--- src/rtl/logic_gate_pkg.sv ---
// Shared definitions for the gate blocks: the op select type and its encodings.
package logic_gate_pkg;

    typedef logic [2:0] op_t;

    localparam op_t OP_AND  = 3'b000;
    localparam op_t OP_OR   = 3'b001;
    localparam op_t OP_XOR  = 3'b010;
    localparam op_t OP_XNOR = 3'b011;
    localparam op_t OP_NAND = 3'b100;
    localparam op_t OP_NOR  = 3'b101;
    localparam op_t OP_NOTA = 3'b110;
    localparam op_t OP_BUF  = 3'b111;

endpackage

--- src/rtl/logic_gate_core.sv ---
// Combinational bitwise gate: Y = f(Op, A, B) across all WIDTH bits.
module logic_gate_core
    import logic_gate_pkg::*;
#(
    parameter int WIDTH = 8
) (
    input  op_t              Op,
    input  logic [WIDTH-1:0] A,
    input  logic [WIDTH-1:0] B,
    output logic [WIDTH-1:0] Y
);

    // Select one of the eight bitwise functions; the last two ignore B.
    always_comb begin
        Y = '0;
        unique case (Op)
            OP_AND:  Y = A & B;
            OP_OR:   Y = A | B;
            OP_XOR:  Y = A ^ B;
            OP_XNOR: Y = ~(A ^ B);
            OP_NAND: Y = ~(A & B);
            OP_NOR:  Y = ~(A | B);
            OP_NOTA: Y = ~A;
            OP_BUF:  Y = A;
        endcase
    end

endmodule

--- src/rtl/logic_gate_unit.sv ---
// Registered gate element with valid/ready handshake and a saturating
// count of accepted operand pairs that were equal.
module logic_gate_unit
    import logic_gate_pkg::*;
#(
    parameter int WIDTH = 8,
    parameter int CNT_W = 8
) (
    input  logic             Clk,
    input  logic             Rst,
    input  logic [WIDTH-1:0] A,
    input  logic [WIDTH-1:0] B,
    input  op_t              Op,
    input  logic             InValid,
    output logic             InReady,
    output logic [WIDTH-1:0] Out,
    output logic             Eq,
    output logic             OutValid,
    input  logic             OutReady,
    input  logic             ClrCount,
    output logic [CNT_W-1:0] MatchCount
);

    logic [WIDTH-1:0] gate_y;
    logic [WIDTH-1:0] out_q, out_d;
    logic             eq_q, eq_d;
    logic             out_valid_q, out_valid_d;
    logic [CNT_W-1:0] cnt_q, cnt_d;
    logic             accept, consume, match;

    logic_gate_core #(.WIDTH(WIDTH)) u_core (
        .Op (Op),
        .A  (A),
        .B  (B),
        .Y  (gate_y)
    );

    // Skid-free single register: ready whenever the slot is empty or draining.
    assign InReady = !out_valid_q || OutReady;
    assign accept  = InValid && InReady;
    assign consume = out_valid_q && OutReady;
    assign match   = (A == B);

    // Next-state for result register, valid flag and match counter.
    always_comb begin
        out_d       = out_q;
        eq_d        = eq_q;
        out_valid_d = out_valid_q;
        cnt_d       = cnt_q;
        if (accept) begin
            out_d       = gate_y;
            eq_d        = match;
            out_valid_d = 1'b1;
        end else if (consume) begin
            out_valid_d = 1'b0;
        end
        // Clear wins over a matching accept in the same cycle.
        if (ClrCount) begin
            cnt_d = '0;
        end else if (accept && match && (cnt_q != {CNT_W{1'b1}})) begin
            cnt_d = cnt_q + 1'b1;
        end
    end

    // State registers; reset discards any held result.
    always_ff @(posedge Clk) begin
        if (Rst) begin
            out_q       <= '0;
            eq_q        <= 1'b0;
            out_valid_q <= 1'b0;
            cnt_q       <= '0;
        end else begin
            out_q       <= out_d;
            eq_q        <= eq_d;
            out_valid_q <= out_valid_d;
            cnt_q       <= cnt_d;
        end
    end

    assign Out        = out_q;
    assign Eq         = eq_q;
    assign OutValid   = out_valid_q;
    assign MatchCount = cnt_q;

endmodule
--- config.mk ---
export PLATFORM = sky130hd
export DESIGN_NAME = logic_gate_unit
export DESIGN_NICKNAME = d
export VERILOG_FILES = /design/src/rtl/logic_gate_pkg.sv /design/src/rtl/logic_gate_core.sv /design/src/rtl/logic_gate_unit.sv
export SDC_FILE = /design/constraint.sdc
export NUM_CORES = 1
export LEC_CHECK = 0
export CAP_MARGIN = 20
export CORE_UTILIZATION = 53
export DETAILED_ROUTE_END_ITERATION = 10
export GPL_TIMING_DRIVEN = 0
export PLACE_DENSITY = 0.91
export SYNTH_ARGS = -nofsm -noshare
export SYNTH_HDL_FRONTEND = slang
export SYNTH_HIERARCHICAL = 1
export SYNTH_SLANG_ARGS = --single-unit
export TNS_END_PERCENT = 50
--- constraint.sdc ---
create_clock -name Clk -period 4 [get_ports Clk]
set_input_delay 0.4 -clock Clk [delete_from_list [all_inputs] [get_ports Clk]]
set_output_delay 0.4 -clock Clk [all_outputs]
set_load 0.05 [all_outputs]
# [Yosys cells after proc, flatten, opt, wreduce, memory -nomap -nowiden]
# Cells that the tools add are included.
[op_classes] n_addsub=1 eq_ne=9 mux=3 n_bitwise=7 reduce_logical=9
[ops] op="8-bit one-hot mux with 8 select lines" count=1
[ops] op="8-bit inverter" count=4
[ops] op="3-bit equality test (second input constant)" count=4
[ops] op="8-bit by 1-bit adder with 8-bit output (second input constant)" count=1
[ops] op="8-bit AND" count=1
[ops] op="8-bit equality test" count=1
[ops] op="8-bit inequality test (second input constant)" count=1
[ops] op="8-bit OR" count=1
[ops] op="8-bit bitwise XOR" count=1
[ops] op="3-bit by 2-bit equality test with 1-bit output (second input constant)" count=2
[ops] op="1-bit logical AND" count=4
[ops] op="3-bit by 1-bit equality test with 1-bit output (second input constant)" count=1
[ops] op="3-bit zero test" count=1
[ops] op="1-bit two-way mux" count=2
[ops] op="2-bit nonzero test" count=1
[ops] op="2-bit OR reduction" count=1
[ops] op="1-bit zero test" count=1
[ops] op="1-bit logical OR" count=1
[word_totals] ff_bits=18

# [Logic depth before layout (Yosys ltp)]
[depth] word_depth=5 depth_mapped=8 ltp_nobuf=8

# [Hierarchy]
# The synthesis kept the hierarchy.
[by_module_without_submodules] mod="logic_gate_unit" n_inst=1 cells_per_inst=104 area_per_inst_um2=869.6 seq_area_each_um2=360.3
[by_module_without_submodules] mod="logic_gate_core" n_inst=1 cells_per_inst=119 area_per_inst_um2=812.0 seq_area_each_um2=0.0

# [Worst setup path before layout]
# Ideal clock, no wire load.
[synth_timing] kind="reg-to-reg" start="register cnt_q[0], in the netlist MatchCount[0]" end="register cnt_q[7], in the netlist MatchCount[7]" setup_ps=130 arrival_time_ps=1693 setup_slack_ps=2177 path_stages_with_launch=7 n_path_buf=0 period_less_slack_ps=1823 path_cell_list="dfxtp_1 ha_1 and3_1 a211o_1 or2_1 o211ai_1 o31ai_1"
[synth_via] elab_chain_len=2
[synth_rtl] element="from (decl)" line_no="logic_gate_unit.sv:28" text="logic [CNT_W-1:0] cnt_q, cnt_d;"
[synth_rtl] element="from (signal assigned)" line_no="logic_gate_unit.sv:76" text="cnt_q <= cnt_d;"
[synth_rtl] element="branches (longest 2 deep; another with 8-bit by 1-bit adder with 8-bit output)"
# Parallel ways; which one is timed is not known.
# A chain may end at the register's enable or synchronous reset.

# [Worst setup path in the final report]
[layout_timing] start="input OutReady" end="output InReady"
[layout_via] elab_chain_len=1
[layout_rtl] element="from (decl)" line_no="logic_gate_unit.sv:19" text="input logic OutReady,"
[layout_rtl] element="1-bit logical OR" line_no="logic_gate_unit.sv:39" text="assign InReady = !out_valid_q || OutReady;"
[layout_rtl] element="to (decl)" line_no="logic_gate_unit.sv:15" text="output logic InReady,"
# Every way passes these cells.

==> flow_summary.ini <==
[outcome]
outcome = finished clean

[power]
pwr_density_cell_mw_per_mm2 = 223
leakage_uw = 0.000882
ir_drop_v = 0.000170

[cells_and_area]
instances_no_fill = 313
num_antenna_cells = 0
layout.nets = 311
areaGrowthSynthToFinish_pct = 30.4
layout-drive-gt1-share = 0.0632
finalInstanceArea_mm2 = 0.00219

[cts]
tritoncts = done
hold_buffers = 0
cts_resized = 0
cts_buffer_depth = 2
numCtsBuffers = 3
clock_sinks = 18
clk_latency_ns = 0.29
cts-htree-levels = 1
path_clk_slew_ns = 0.10
post_cts_buffers = 0
cts_root_buf = clkbuf_4

[drt]
via_per_inst = 5.44
wl_per_cell_um = 12.1
vias = 1703
drt_iter0_drc = 95
wl_um = 3790
final_antenna_net_count = 0
drt_pass1_iterations = 4
drc = 0

[floorplanning]
die_y_um = 58.3
die_area_mm2 = 0.00340
die_w_um = 58.3
coreArea_mm2 = 0.00303
start_util = 0.555
rows = 20
io_pins = 43

[sta]
finalSetupViolations = 0
rsz0062_at_grt = false
worst_slew_pin_slew_ns = 0.503
setup-tns-final_ns = 0
fin_crit_sh = 0.660
finClkSkew_ns = 0.00185
fmax_ghz = 0.379
relSlewSlack = 0.663
whs_ns = 0.464
hold_viol_final = 0
drv_slew = 0
worst_slack_ns = 1.36
fin_crit_ns = 2.64

[yosys]
synth_seq_cells = 18
ys_seq_area_frac = 0.214
avgSynthCellArea_um2 = 7.54
syn-num-nets = 264
synth_area_mm2 = 0.00168
yosysWarnings = 6
synth_edf_count = 0
synth_flop_cell = dfxtp_1
yosysUniqueCellTypes = 44
synth-async-reset-ratio = 0
syn_inst = 223

[grt]
grt_pass1_vias = 1592
grt.overflow.total = 0
grt_usage = 0.238
grt_max_degree = 11
antenna_found_initial = 0
grt_pass1_wl_um = 6470

[placement]
place_inst = 309
place_congestion = 0.912
dpl.hpwl_um = 2990
pre_cts_ws_ns = 1.38
placed_cell_area_mm2 = 0.00216
portBuffers = 42

[setup_path]
setup.worst_path.start_class = input port
worst-path-max-fanout = 10
required_ns = 3.60
arrival_ns = 2.24
end_kind = output pin
crit_type = in -> out

[flow_run]
maxCapViolCount = 0

[hold_path]
hold_path_class = reg -> reg
synthesized netlist by cell type (2+ instances only):
master / number / area share
o31ai_1: 3 / 0.013
xor2_1: 11 / 0.057
o32ai_1: 4 / 0.021
nor2_1: 10 / 0.022
or2_2: 2 / 0.0074
a221oi_1: 5 / 0.026
xnor2_1: 7 / 0.036
or3_1: 3 / 0.011
or2_1: 2 / 0.0074
or4_1: 2 / 0.0089
o21ai_0: 7 / 0.021
mux2i_1: 4 / 0.024
and3_1: 3 / 0.011
inv_1: 24 / 0.054
nand3_1: 11 / 0.033
a21oi_1: 15 / 0.045
dfxtp_1: 18 / 0.21
and2_1: 2 / 0.0074
buf_2: 4 / 0.012
ha_1: 17 / 0.13
nand2_1: 14 / 0.031
clkbuf_1: 5 / 0.011
nor2b_1: 5 / 0.019
nand2b_1: 4 / 0.015
nor3_1: 22 / 0.065
layout make-up:
class                           instances  area (µm²)
Clock buffer                            4        36.3
Tap cell                               44        55.1
Fill cell                             227         835
Sequential cell                        18         360
Multi-Input combinational cell        168        1170
Timing Repair Buffer                   42         420
Inverter                               25        93.8
Buffer                                 12        61.3
worst paths after layout:
check	slack, ns	cells after the start	end	from
max	1.36	4	InReady	OutReady
min	0.46	2	Out[5]	Out[5]
max reg2reg	2.31	6	MatchCount[7]	MatchCount[0]
min reg2reg	0.46	2	Out[5]	Out[5]
power by group:
group / switching, µW / leakage (µW) / internal (µW)
logic: 105 / 0.000714 / 80.7
registers: 3.64 / 0.000147 / 186
clock network: 57.0 / 0.0000210 / 55.5
sequential cells by signal, indices dropped and copies added, names as in the netlist:
name,flops
OutValid,1
Out,8
MatchCount,8
Eq,1
layout by cell type, fill, tap and decap left out, types with 2 or more instances in the layout:
cell type	count
a21oi_1	15
a221oi_1	5
and2_1	2
and3_1	3
buf_2	4
clkbuf_1	5
clkbuf_4	3
clkdlybuf4s50_1	42
dfxtp_1	18
ha_1	17
inv_1	24
mux2i_1	4
nand2_1	14
nand2b_1	4
nand3_1	11
nor2_1	10
nor2b_1	5
nor3_1	22
o21ai_0	7
o31ai_1	3
o32ai_1	4
or2_1	2
or2_2	2
or3_1	3
or4_1	2
xnor2_1	7
xor2_1	11
metal layers:
| metal | vias to the layer above | wire, µm | GRT usage |
|---|---|---|---|
| li1 | 877 | - | - |
| met1 | 752 | 1640 | 0.298 |
| met2 | 70 | 1820 | 0.414 |
| met3 | 4 | 284 | 0.0462 |
| met4 | 0 | 46 | 0.0748 |
| met5 | - | 0 | 0 |
logic make-up after synthesis:
group,after synthesis,share of synthesized area
AOI/OAI and AO/OA,42,0.169
xor gates and xnor gates,18,0.0937
adders and majority gates,17,0.126
buffers and inverters,37,0.0923
DFF,18,0.214
muxes,4,0.0238
and+or+nand+nor,87,0.281
worst max-delay path: stages:
cell             delay, ns
clkdlybuf4s50_1       0.45
nand2b_1              0.17
clkbuf_1              0.34
clkdlybuf4s50_1       0.88
metrics by stage:
| step | util | power (µW) |
|---|---|---|
| 5_1_grt | 0.724 | 516 |
| 4_1_cts | 0.724 | 490 |
| 6_report | 0.724 | 489 |
| 2_1_floorplan | - | 313 |
| 3_5_place_dp | 0.712 | 380 |
| 3_3_place_gp | 0.712 | 375 |
(Power assumes the default switching activity.)
